## src/rtl/core_multicycle_ctrl_if.sv

```systemverilog
// rtl/core_multicycle_ctrl_if.sv - decode/execute-unit/write-back bundle of the multicycle scheduler
interface core_multicycle_ctrl_if #(
  parameter int CNT_WIDTH = 8
);
  logic                 mc_req_i;
  logic [1:0]           mc_unit_i;
  logic [4:0]           mc_rd_i;
  logic                 flush_i;
  logic [3:0]           unit_start_o;
  logic [3:0]           unit_done_i;
  logic                 stall_general_o;
  logic                 wb_valid_o;
  logic [1:0]           wb_unit_o;
  logic [4:0]           wb_rd_o;
  logic [CNT_WIDTH-1:0] busy_cnt_o;
  logic                 timeout_err_o;

  // Scheduler side
  modport slave (
    input  mc_req_i, mc_unit_i, mc_rd_i, flush_i, unit_done_i,
    output unit_start_o, stall_general_o, wb_valid_o, wb_unit_o, wb_rd_o,
           busy_cnt_o, timeout_err_o
  );

  // Decode / execute-unit / write-back side
  modport master (
    output mc_req_i, mc_unit_i, mc_rd_i, flush_i, unit_done_i,
    input  unit_start_o, stall_general_o, wb_valid_o, wb_unit_o, wb_rd_o,
           busy_cnt_o, timeout_err_o
  );
endinterface

```

## src/rtl/core_multicycle_ctrl.sv

```systemverilog
// rtl/core_multicycle_ctrl.sv - single-in-flight multicycle execute scheduler; optional watchdog via MC_TIMEOUT_EN
module core_multicycle_ctrl #(
  parameter int                   CNT_WIDTH = 8,
  parameter logic [CNT_WIDTH-1:0] TIMEOUT   = CNT_WIDTH'(64)
) (
  input logic                   clk,
  input logic                   rst_n,
  core_multicycle_ctrl_if.slave bus
);

  typedef enum logic [1:0] {S_IDLE, S_BUSY, S_WB} state_t;

  state_t               r_state;
  state_t               w_nxt;
  logic [1:0]           r_unit;
  logic [4:0]           r_rd;
  logic [CNT_WIDTH-1:0] r_cnt;
  logic [1:0]           r_wb_unit;
  logic [4:0]           r_wb_rd;
  logic                 w_accept;
  logic                 w_done;
  logic                 w_timeout;
  logic                 w_stall;
  logic                 w_wb_valid;
  logic [3:0]           w_start;

  // Flush only kills a request that has not yet been issued
  assign w_accept = (r_state == S_IDLE) && bus.mc_req_i && !bus.flush_i;
  // Only the done pulse of the unit we started counts
  assign w_done   = bus.unit_done_i[r_unit];

`ifdef MC_TIMEOUT_EN
  localparam logic [CNT_WIDTH-1:0] LP_TO_LAST = TIMEOUT - 1'b1;
  logic r_err;

  // Watchdog fires only when the matching done is absent this cycle
  assign w_timeout = (r_state == S_BUSY) && !w_done && (r_cnt >= LP_TO_LAST);

  // Sticky error flag, cleared only by reset
  always_ff @(posedge clk or negedge rst_n) begin
    if (!rst_n)         r_err <= 1'b0;
    else if (w_timeout) r_err <= 1'b1;
  end

  assign bus.timeout_err_o = r_err;
`else
  wire w_unused_timeout = ^TIMEOUT;

  assign w_timeout         = 1'b0;
  assign bus.timeout_err_o = 1'b0;
`endif

  // State register
  always_ff @(posedge clk or negedge rst_n) begin
    if (!rst_n) r_state <= S_IDLE;
    else        r_state <= w_nxt;
  end

  // Next-state and combinational handshake outputs
  always_comb begin
    w_nxt      = r_state;
    w_stall    = 1'b0;
    w_start    = 4'b0000;
    w_wb_valid = 1'b0;
    case (r_state)
      S_IDLE: begin
        if (w_accept) begin
          w_nxt   = S_BUSY;
          w_stall = 1'b1;
          w_start = 4'b0001 << bus.mc_unit_i;
        end
      end
      S_BUSY: begin
        w_stall = 1'b1;
        if (w_done || w_timeout) w_nxt = S_WB;
      end
      S_WB: begin
        w_stall    = 1'b1;
        w_wb_valid = 1'b1;
        w_nxt      = S_IDLE;
      end
      default: w_nxt = S_IDLE;
    endcase
  end

  // Op context, busy counter and held write-back tag
  always_ff @(posedge clk or negedge rst_n) begin
    if (!rst_n) begin
      r_unit    <= 2'd0;
      r_rd      <= 5'd0;
      r_cnt     <= '0;
      r_wb_unit <= 2'd0;
      r_wb_rd   <= 5'd0;
    end else begin
      if (w_accept) begin
        r_unit <= bus.mc_unit_i;
        r_rd   <= bus.mc_rd_i;
        r_cnt  <= '0;
      end else if (r_state == S_BUSY && r_cnt != '1) begin
        r_cnt <= r_cnt + 1'b1;
      end
      if (r_state == S_BUSY && w_nxt == S_WB) begin
        r_wb_unit <= r_unit;
        r_wb_rd   <= r_rd;
      end
    end
  end

  assign bus.unit_start_o    = w_start;
  assign bus.stall_general_o = w_stall;
  assign bus.wb_valid_o      = w_wb_valid;
  assign bus.wb_unit_o       = r_wb_unit;
  assign bus.wb_rd_o         = r_wb_rd;
  assign bus.busy_cnt_o      = r_cnt;

endmodule
```

## src/flat_wrapper.sv

```systemverilog
// flat-port wrapper written by rule: the top's interface ports become plain ports
module core_multicycle_ctrl_flat 
#(
  parameter int                   CNT_WIDTH = 8,
  parameter logic [CNT_WIDTH-1:0] TIMEOUT   = CNT_WIDTH'(64)
)
  (clk, rst_n, bus_mc_req_i, bus_mc_unit_i, bus_mc_rd_i, bus_flush_i, bus_unit_done_i, bus_unit_start_o, bus_stall_general_o, bus_wb_valid_o, bus_wb_unit_o, bus_wb_rd_o, bus_busy_cnt_o, bus_timeout_err_o);
  core_multicycle_ctrl_if #(.CNT_WIDTH(CNT_WIDTH)) bus_i ();
  input logic clk;
  input logic rst_n;
  input wire logic [$bits(bus_i.mc_req_i)-1:0] bus_mc_req_i;
  input wire logic [$bits(bus_i.mc_unit_i)-1:0] bus_mc_unit_i;
  input wire logic [$bits(bus_i.mc_rd_i)-1:0] bus_mc_rd_i;
  input wire logic [$bits(bus_i.flush_i)-1:0] bus_flush_i;
  input wire logic [$bits(bus_i.unit_done_i)-1:0] bus_unit_done_i;
  output wire logic [$bits(bus_i.unit_start_o)-1:0] bus_unit_start_o;
  output wire logic [$bits(bus_i.stall_general_o)-1:0] bus_stall_general_o;
  output wire logic [$bits(bus_i.wb_valid_o)-1:0] bus_wb_valid_o;
  output wire logic [$bits(bus_i.wb_unit_o)-1:0] bus_wb_unit_o;
  output wire logic [$bits(bus_i.wb_rd_o)-1:0] bus_wb_rd_o;
  output wire logic [$bits(bus_i.busy_cnt_o)-1:0] bus_busy_cnt_o;
  output wire logic [$bits(bus_i.timeout_err_o)-1:0] bus_timeout_err_o;
  assign bus_i.mc_req_i = bus_mc_req_i;
  assign bus_i.mc_unit_i = bus_mc_unit_i;
  assign bus_i.mc_rd_i = bus_mc_rd_i;
  assign bus_i.flush_i = bus_flush_i;
  assign bus_i.unit_done_i = bus_unit_done_i;
  assign bus_unit_start_o = bus_i.unit_start_o;
  assign bus_stall_general_o = bus_i.stall_general_o;
  assign bus_wb_valid_o = bus_i.wb_valid_o;
  assign bus_wb_unit_o = bus_i.wb_unit_o;
  assign bus_wb_rd_o = bus_i.wb_rd_o;
  assign bus_busy_cnt_o = bus_i.busy_cnt_o;
  assign bus_timeout_err_o = bus_i.timeout_err_o;
  core_multicycle_ctrl #(.CNT_WIDTH(CNT_WIDTH), .TIMEOUT(TIMEOUT)) u_core (.clk(clk), .rst_n(rst_n), .bus(bus_i));
endmodule
```

## config.mk

```make
export PLATFORM = sky130hd
export DESIGN_NAME = core_multicycle_ctrl_flat
export DESIGN_NICKNAME = d
export VERILOG_FILES = /design/src/rtl/core_multicycle_ctrl_if.sv /design/src/rtl/core_multicycle_ctrl.sv /design/src/flat_wrapper.sv
export SDC_FILE = /design/constraint.sdc
export NUM_CORES = 1
export LEC_CHECK = 0
export ABC_AREA = 1
export BUFFER_PORTS_ARGS = -buffer_cell sky130_fd_sc_hd__buf_4
export CAP_MARGIN = 40
export CORE_AREA = 2 2 54 56
export CTS_BUF_LIST = sky130_fd_sc_hd__clkbuf_4 sky130_fd_sc_hd__clkbuf_8 sky130_fd_sc_hd__clkbuf_16
export CTS_CLUSTER_DIAMETER = 60
export CTS_CLUSTER_SIZE = 14
export DETAILED_ROUTE_END_ITERATION = 6
export DIE_AREA = 0 0 56 58
export PLACE_DENSITY = 0.77
export RECOVER_POWER = 50
export SETUP_SLACK_MARGIN = 0.1
export SYNTH_ARGS = -nofsm -noshare
export SYNTH_HDL_FRONTEND = slang
export SYNTH_SLANG_ARGS = --single-unit
```

## constraint.sdc

```tcl
create_clock -name clk -period 2.4 [get_ports clk]
set_clock_uncertainty 0.05 [all_clocks]
set_input_delay 0.48 -clock clk [delete_from_list [all_inputs] [get_ports clk]]
set_output_delay 0.48 -clock clk [all_outputs]
set_load 0.02 [all_outputs]
```

; ---- Word-level counts from Yosys, hierarchy flattened
; Cells that the tools add are included.
[totals]
ff_bits = 24
input_bits = 15
word_cells = 33
[op_classes]
n_addsub = 1
order_cmp = 1
eq_ne = 4
shifts = 1
n_mux = 12
n_reduce_logical = 8
[ops]
columns = cell, count
row1 = $mux W8, 2
row2 = $add A8 B1 Y8 const B, 1
row3 = $mux W4, 2
row4 = $ne A8 B8 Y1 const B, 1
row5 = $eq A2 B2 Y1 const B, 2
row6 = $logic_and A1 B1 Y1, 4
row7 = $mux W2, 2
row8 = $pmux W2 S2, 1
row9 = $shl A1 B2 Y4 const A, 1
row10 = $lt A2 B3 Y1 const B, 1
row11 = $mux W1, 3
row12 = $bmux W1 S2, 1
row13 = $eq A2 B1 Y1 const B, 1
row14 = $logic_not A2 Y1, 1
row15 = $pmux W1 S2, 1
row16 = $reduce_bool A2 Y1, 1
row17 = $reduce_or A2 Y1, 1
row18 = $logic_not A1 Y1, 1

; ---- Longest topological paths before layout
; Gate-level depths: netlist of the first run.
[depth]
depth_word = 7
depth_mapped = 10
depth_no_buf = 10

; ---- Worst setup path after synthesis of the first run
; Ideal clock, no wire load.
[synth_path]
path_type = register to output
from = register u_core.r_state[1]
to = output port bus_unit_start_o[0]
arrival_time_ns = 1.630
required_time_ns = 1.870
slack_ns = 0.240
stages_incl_launch_ff = 8
n_path_buf = 1
cell_sequence = dfrtp_1 -> inv_1 -> ha_1 -> inv_2 -> nor2_2 -> nand2_4 -> clkbuf_1 -> nor3_1
[synth_between]
elab_chain_cells = 5
[synth_lines]
columns = element, line
row1 = start: declaration, core_multicycle_ctrl.sv:13  ; state_t r_state;
row2 = start signal: assignment, core_multicycle_ctrl.sv:56  ; else r_state <= w_nxt;
row3 = $logic_not A2 Y1 *, "core_multicycle_ctrl.sv:28, core_multicycle_ctrl.sv:65"
row4 = $logic_and A1 B1 Y1 (2 in a row), core_multicycle_ctrl.sv:28  ; assign w_accept = (r_state == S_IDLE) && bus.mc_req_i && !bus.flush_i;
row5 = $mux W4, core_multicycle_ctrl.sv:67  ; if (w_accept) begin
row6 = $mux W4 *, core_multicycle_ctrl.sv:65  ; case (r_state)
row7 = end: declaration, flat_wrapper.sv:16  ; output wire logic [$bits(bus_i.unit_start_o)-1:0] bus_unit_start_o;
; Every way passes the cells marked *; elsewhere a longest branch is shown, timed or not.

; ---- Worst setup path after layout of the first run
[layout_path]
from = register u_core.r_state[1]
to = output port bus_unit_start_o[1]
; The elaborated chain is that of the path after synthesis.

==> flow_metrics.tcl, run 1 <==
set metrics [dict create \
    yosys_warnings 0 \
    nets 217 \
    netlist_area_um2 1290 \
    dpl.hpwl_um 2150 \
    grt_pass1_vias 1148 \
    maxCapViolCount 0 \
    synth_edf_count 0 \
    die_x_um 56 \
    dr.pass1.iters 4 \
    die_y_um 58 \
    rows 19 \
    yosysTopAreaCellShare_pct 46.7 \
    critical_path_class "register to output pin" \
    synth-seq-cells 24 \
    viasPerCell 4.97 \
    grt-ovfl-total 0 \
    wl_um 2910 \
    clk_latency_ns 0.32 \
    grtUsageTotal_pct 18.9 \
    worst_pin_slew_ns 1.31 \
    finalHoldViolations 0 \
    slew_headroom_pct 12.5 \
    synthTopCellsByArea "dfrtp_1 (47%), nand2_1 (15%), nand3_1 (5.1%)" \
    final_area_um2 1630 \
    reg2reg_from "u_core.r_state[1]$_DFF_PN0_" \
    drive_above_1_share_pct 27.6 \
    drc 0 \
    synth-xor-area-share_pct 0.681 \
    grt_max_degree 25 \
    status "finished, final reports clean" \
    cp.required_ns 1.87 \
    ys.flop_type "dfrtp_1" \
    cp-endpoint "bus_unit_start_o[1]" \
    crit_path_end_kind "output pin" \
    htreeDepth 1 \
    netlist_instances 154 \
    routedWlPerCell_um 12.8 \
    cts_root_buf "clkbuf_4" \
    crit_start "u_core.r_state[1]$_DFF_PN0_" \
    routabilityCongestion 0.809 \
    postPlaceCellArea_um2 1580 \
    num_io_pins 37 \
    r2r_cells 10 \
    antenna_found_initial 0 \
    synthArstFlopShare_pct 100 \
    synthMuxAreaShare_pct 0 \
    tns_ns 0 \
    power_density_nw_per_um2 1110 \
    core_region_area_um2 2660 \
    reg2reg_slack_ns 0.61 \
    numCtsBuffers 3 \
    hp-start "bus_mc_rd_i[3]" \
    fin_ws_ns 0.227 \
    max_freq_mhz 460 \
    cp-start-kind "register" \
    cp.arrival_ns 1.64 \
    synthDistinctLibCells 24 \
    pre_cts_ws_ns 0.349 \
    vias 1129 \
    insertedDiodeCount 0 \
    syn_area_per_cell_um2 8.35 \
    synth_compound_gate_area_share_pct 8.85 \
    ant_nets 0 \
    rsz0062_at_grt "no" \
    cts_sinks 24 \
    grt_pass1_wl_um 4930 \
    period_share_pct 90.5 \
    ir_drop_mv 0.728 \
    worst-path-max-fanout 5 \
    cts_buffer_depth 2 \
    timing.rr.end "u_core.bus.busy_cnt_o[7]$_DFFE_PN0P_" \
    syn2layout_area_growth_pct 26.9 \
    p_leak_uw 0.000870 \
    drt-initial-drc-count 39 \
    yosys.area_share.simple_pct 31.9 \
    hold_path_class "primary input to register" \
    cts_tree "built" \
    period_minus_slack_ns 2.17 \
    syn-num-nets 174 \
    maxSlewViolCount 0 \
    port_buffers 35 \
    yosysTopAreaCell "dfrtp_1" \
    die_area_um2 3250 \
    finalSetupViolations 0 \
    synth-seq-area-share_pct 46.7 \
    synthAdderAreaFrac_pct 4.86 \
    start_util_pct 48.3 \
    clk_pin_slew_worst_paths_ns 0.14 \
    synth_top_family_by_area "simple AND/OR/NAND/NOR gates" \
]
[cell usage after synthesis (2+ instances only)]
| cell | number |
|---|---|
| nor2_1 | 9 |
| o21ai_0 | 3 |
| nand4_1 | 3 |
| nor3_1 | 3 |
| buf_4 | 2 |
| dfrtp_1 | 24 |
| a21oi_1 | 4 |
| nor2_4 | 2 |
| nand3_1 | 13 |
| a21oi_4 | 3 |
| inv_1 | 13 |
| nand2_1 | 50 |
| ha_1 | 5 |
| o21ai_1 | 3 |
| nand2_4 | 3 |
| inv_2 | 5 |
| nand3_2 | 2 |
[stage by stage]
step / std cells / total power (uW) / util [%] / hold WS (ns)
4_1_cts: 226 / 1830 / 61.8 / 0.290
3_5_place_dp: 218 / 1590 / 59.2 / 0.348
2_1_floorplan: 154 / 1280 / - / 0.134
6_report: 227 / 1820 / 61.3 / 0.304
3_3_place_gp: 218 / 1550 / 59.2 / 0.341
5_1_grt: 227 / 1960 / 61.3 / 0.301
[power by group]
group	switching (uW)	internal [uW]	leakage (uW)
clock	126	92.7	0.0000210
sequential	119	552	0.000312
combinational	590	338	0.000537
[worst min path at each step]
| stage | endpoint | cells past startpoint |
|---|---|---|
| finish | u_core.r_rd[3]$_DFFE_PN0N_ | 3 |
| global route | u_core.r_rd[2]$_DFFE_PN0N_ | 3 |
| CTS | u_core.r_rd[3]$_DFFE_PN0N_ | 3 |
| detailed placement | u_core.bus.busy_cnt_o[6]$_DFFE_PN0P_ | 1 |
| global placement | u_core.bus.busy_cnt_o[7]$_DFFE_PN0P_ | 1 |
| floorplan | u_core.bus.busy_cnt_o[0]$_DFFE_PN0P_ | 0 |
[layer usage]
| metal | up-vias | GRT usage, % | part of all wire (%) |
|---|---|---|---|
| li1 | 570 | - | - |
| met1 | 525 | 22.7 | 42 |
| met2 | 34 | 35.3 | 53 |
| met3 | 0 | 2.90 | 5.1 |
| met4 | 0 | 5.10 | 0 |
| met5 | - | 0 | 0 |
[state kept, by name, summed over array words and instances (netlist names)]
register	count
u_core.r_state	2
u_core.bus.wb_rd_o	5
u_core.bus.busy_cnt_o	8
u_core.r_unit	2
u_core.r_rd	5
u_core.bus.wb_unit_o	2
[cell families (layout without fill, tap and decap cells)]
| kind of cell | after synthesis | after routing |
|---|---|---|
| AO/OA/AOI/OAI | 15 | 15 |
| XOR/XNOR | 1 | 1 |
| buffers and inverters | 21 | 63 |
| adder cells (fa/ha/maj) | 5 | 5 |
| flip-flops | 24 | 24 |
| AND/OR/NAND/NOR | 87 | 87 |
| other | 1 | 1 |
[layout make-up]
cell class / count / area, um^2
clock buffer: 4 / 36.3
multi-input combinational: 109 / 617
timing repair buffer: 41 / 273
tap: 31 / 38.8
fill: 229 / 1030
inverter: 18 / 67.6
sequential: 24 / 601
[worst max-delay path: stages, from the launching register on]
cell     delay (ns)
dfrtp_1        0.43
inv_2          0.13
ha_4           0.15
inv_2          0.05
nor2_4         0.09
nand2_4        0.08
inv_2          0.07
nand2_1        0.07
nor2_1         0.10
buf_4          0.15
[cells in the final DEF, fill, tap and decap left out]
cell type and count:
nand3_2 2, o21ai_2 1, nor3_1 3, xor2_1 1, dfrtp_1 24, nor2_4 3, dlygate4sd3_1 1, nor2_1 9
nand2_1 50, nand2_4 3, clkbuf_4 3, a21oi_4 3, buf_4 30, conb_1 1, clkbuf_8 1, nand4_1 3
nand3b_1 1, o21ai_0 3, nand3_1 13, o21ai_1 3, a21oi_1 4, clkbuf_1 10, ha_1 4, o22ai_1 1
inv_1 11, ha_4 1, inv_2 7
[what timing repair did]
item / in CTS / in global routing
pin swaps: 1 / 0
hold buffers: 1 / 0
setup buffers: 3 / 1
resized for setup: 1 / 4
cloned: 0 / 0
endpoints found under the hold margin: 24 / 0
endpoints found under the setup margin: 5 / 3
No activity file was read; power rests on OpenSTA's default activity.
==> run 2, diff against run 1 <==
--- a/config.mk
+++ b/config.mk
@@ -9,7 +9,7 @@
 export BUFFER_PORTS_ARGS = -buffer_cell sky130_fd_sc_hd__buf_4
 export CAP_MARGIN = 40
 export CORE_AREA = 2 2 54 56
-export CTS_BUF_LIST = sky130_fd_sc_hd__clkbuf_4 sky130_fd_sc_hd__clkbuf_8 sky130_fd_sc_hd__clkbuf_16
+export CTS_BUF_LIST = sky130_fd_sc_hd__clkbuf_8 sky130_fd_sc_hd__clkbuf_16
 export CTS_CLUSTER_DIAMETER = 60
 export CTS_CLUSTER_SIZE = 14
 export DETAILED_ROUTE_END_ITERATION = 6
==> run 2 against run 1 <==
  * First-iteration DRC count is 18% lower
  * Die area did not move
  * Global-route usage rose by 0.29 points
  * Non-clock buffer count fell by 2
  * Critical path type unchanged
  * Critical endpoint unchanged
==> flow_metrics.tcl, run 2 (synthesis gave the netlist of run 1 again) <==
set metrics [dict create \
    max_freq_mhz 461 \
    p_total_uw 1840 \
    crit_path_top_delay_cell "dfrtp_1" \
    grt_pass1_wl_um 5020 \
    num_io_pins 37 \
    core_region_area_um2 2660 \
    mostFrequentLayoutCell "nand2_1" \
    switching_share_pct 44.8 \
    fillers 235 \
    final_util_pct 60.7 \
    period_minus_slack_ns 2.17 \
    cp.arrival_ns 1.64 \
    path_cells "inv_2 -> ha_2 -> inv_2 -> nor2_2 -> nand2_4 -> inv_2 -> nand2_1 -> nor2_1 -> buf_4" \
    routedWlPerCell_um 12.8 \
    drt-initial-drc-count 32 \
    routabilityCongestion 0.809 \
    p_leak_uw 0.000862 \
    crit_path_end_kind "output pin" \
    grt-ovfl-total 0 \
    comb_power_share_pct 48.2 \
    drc 0 \
    period_share_pct 90.5 \
    die_x_um 56 \
    status "finished, final reports clean" \
    layout_common_cells "nand2_1 (50), buf_4 (28), dfrtp_1 (24), nand3_1 (13)" \
    cp-start-kind "register" \
    vias 1132 \
    cp.required_ns 1.87 \
    ir_drop_mv 0.658 \
    p_int_uw 1020 \
    cts_buffer_depth 2 \
    rows 19 \
    grt_pass1_vias 1160 \
    syn2layout_area_growth_pct 25.6 \
    grt_max_degree 25 \
    finalHoldViolations 0 \
    postPlaceCellArea_um2 1580 \
    nets 215 \
    cts_sinks 24 \
    clk_latency_ns 0.27 \
    maxCapViolCount 0 \
    die_area_um2 3250 \
    hold_path_class "primary input to register" \
    finalSetupViolations 0 \
    crit_path_frequent_cell "inv_2" \
    htreeDepth 1 \
    antenna_found_initial 0 \
    worst-path-max-fanout 5 \
    worst-path-buf-inv 4 \
    cpPeakStageDelay_ns 0.42 \
    numCtsBuffers 3 \
    cts_root_buf "clkbuf_8" \
    power_density_nw_per_um2 1140 \
    wl_um 2870 \
    critical_path_class "register to output pin" \
    clk_pin_slew_worst_paths_ns 0.09 \
    final_area_um2 1620 \
    largest_reg_flops 8 \
    die_y_um 58 \
    clock_power_share_pct 15.2 \
    viasPerCell 5.03 \
    grtUsageTotal_pct 19.2 \
    start_util_pct 48.3 \
    p_sw_uw 827 \
    crit_family "flip-flops" \
    maxSlewViolCount 0 \
    dpl.hpwl_um 2150 \
    cts_tree "built" \
    port_buffers 35 \
    worst_pin_slew_ns 1.29 \
    insertedDiodeCount 0 \
    slew_headroom_pct 13.8 \
    dr.pass1.iters 4 \
    p_seq_share_pct 36.7 \
    drive_above_1_share_pct 26.8 \
    tns_ns 0 \
    cts_hold_buffers 0 \
    rsz0062_at_grt "no" \
    ant_nets 0 \
]
[run 2: changes by cell type in the layout (fill, tap and decap cells not counted), sizes merged]
cell and delta:
dlygate4sd3 -1, clkbuf +1, buf -2
[run 2: repair_timing]
| action | in CTS | in global routing |
|---|---|---|
| setup buffers | 2 | 1 |
| setup endpoints to repair | 2 | 2 |
| pin swaps | 1 | 0 |
| gates resized for setup | 1 | 2 |
[run 2: area by class of cell]
class / count / area, um^2 / share of cell area [%]
inverter: 18 / 67.6 / 4.18
tap: 31 / 38.8 / 2.40
sequential: 24 / 601 / 37.2
multi-input combinational: 109 / 602 / 37.3
clock buffer: 4 / 55.1 / 3.41
timing repair buffer: 39 / 251 / 15.6
[run 2: layer usage]
metal | global-route usage [%] | part of all wire (%) | up-vias | routed length [um]
li1 | - | - | 565 | -
met1 | 23.0 | 43 | 528 | 1220
met2 | 36.5 | 52 | 39 | 1480
met3 | 3.57 | 5.8 | 0 | 166
met4 | 3.06 | 0 | 0 | 0
met5 | 0 | 0 | - | 0
[run 2: path summary, 6_finish.rpt]
check,start,end,slack [ns],cells past startpoint
max in group asynchronous,rst_n,u_core.bus.busy_cnt_o[4]$_DFFE_PN0P_,1.11,1
setup reg to reg,u_core.r_state[1]$_DFF_PN0_,u_core.bus.wb_rd_o[3]$_DFFE_PN0P_,0.62,11
hold / removal,bus_mc_rd_i[3],u_core.r_rd[3]$_DFFE_PN0N_,0.36,3
min in group asynchronous,rst_n,u_core.bus.busy_cnt_o[7]$_DFFE_PN0P_,0.42,1
hold reg to reg,u_core.bus.wb_rd_o[4]$_DFFE_PN0P_,u_core.bus.wb_rd_o[4]$_DFFE_PN0P_,0.42,2
setup / recovery,u_core.r_state[1]$_DFF_PN0_,bus_unit_start_o[1],0.23,9
[run 2: power by group through the flow]
| stage | Combinational, uW | Clock (uW) | Sequential, uW |
|---|---|---|---|
| final | 888 | 280 | 676 |
| after CTS | 923 | 283 | 678 |
| after global placement | 881 | 0 | 672 |
| after detailed placement | 905 | 0 | 681 |
| after floorplan | 526 | 0 | 752 |
| after global routing | 992 | 298 | 695 |
[run 2: metrics by stage]
step	hold WS, ns	setup WS, ns	cells
after floorplan	0.134	0.240	154
after global placement	0.341	0.445	218
after detailed placement	0.348	0.349	218
after CTS	0.0540	0.183	224
after global routing	0.365	0.105	225
final	0.362	0.229	225
[run 2: worst reg2reg max path, cell delays in order, from the launching register on]
cell	delay, ns
dfrtp_1	0.40
inv_2	0.08
ha_2	0.18
inv_2	0.07
nor2_2	0.05
nand2_4	0.09
buf_4	0.16
o21ai_2	0.08
a21oi_4	0.26
nand2_4	0.13
nand2_1	0.08
nand2_1	0.05
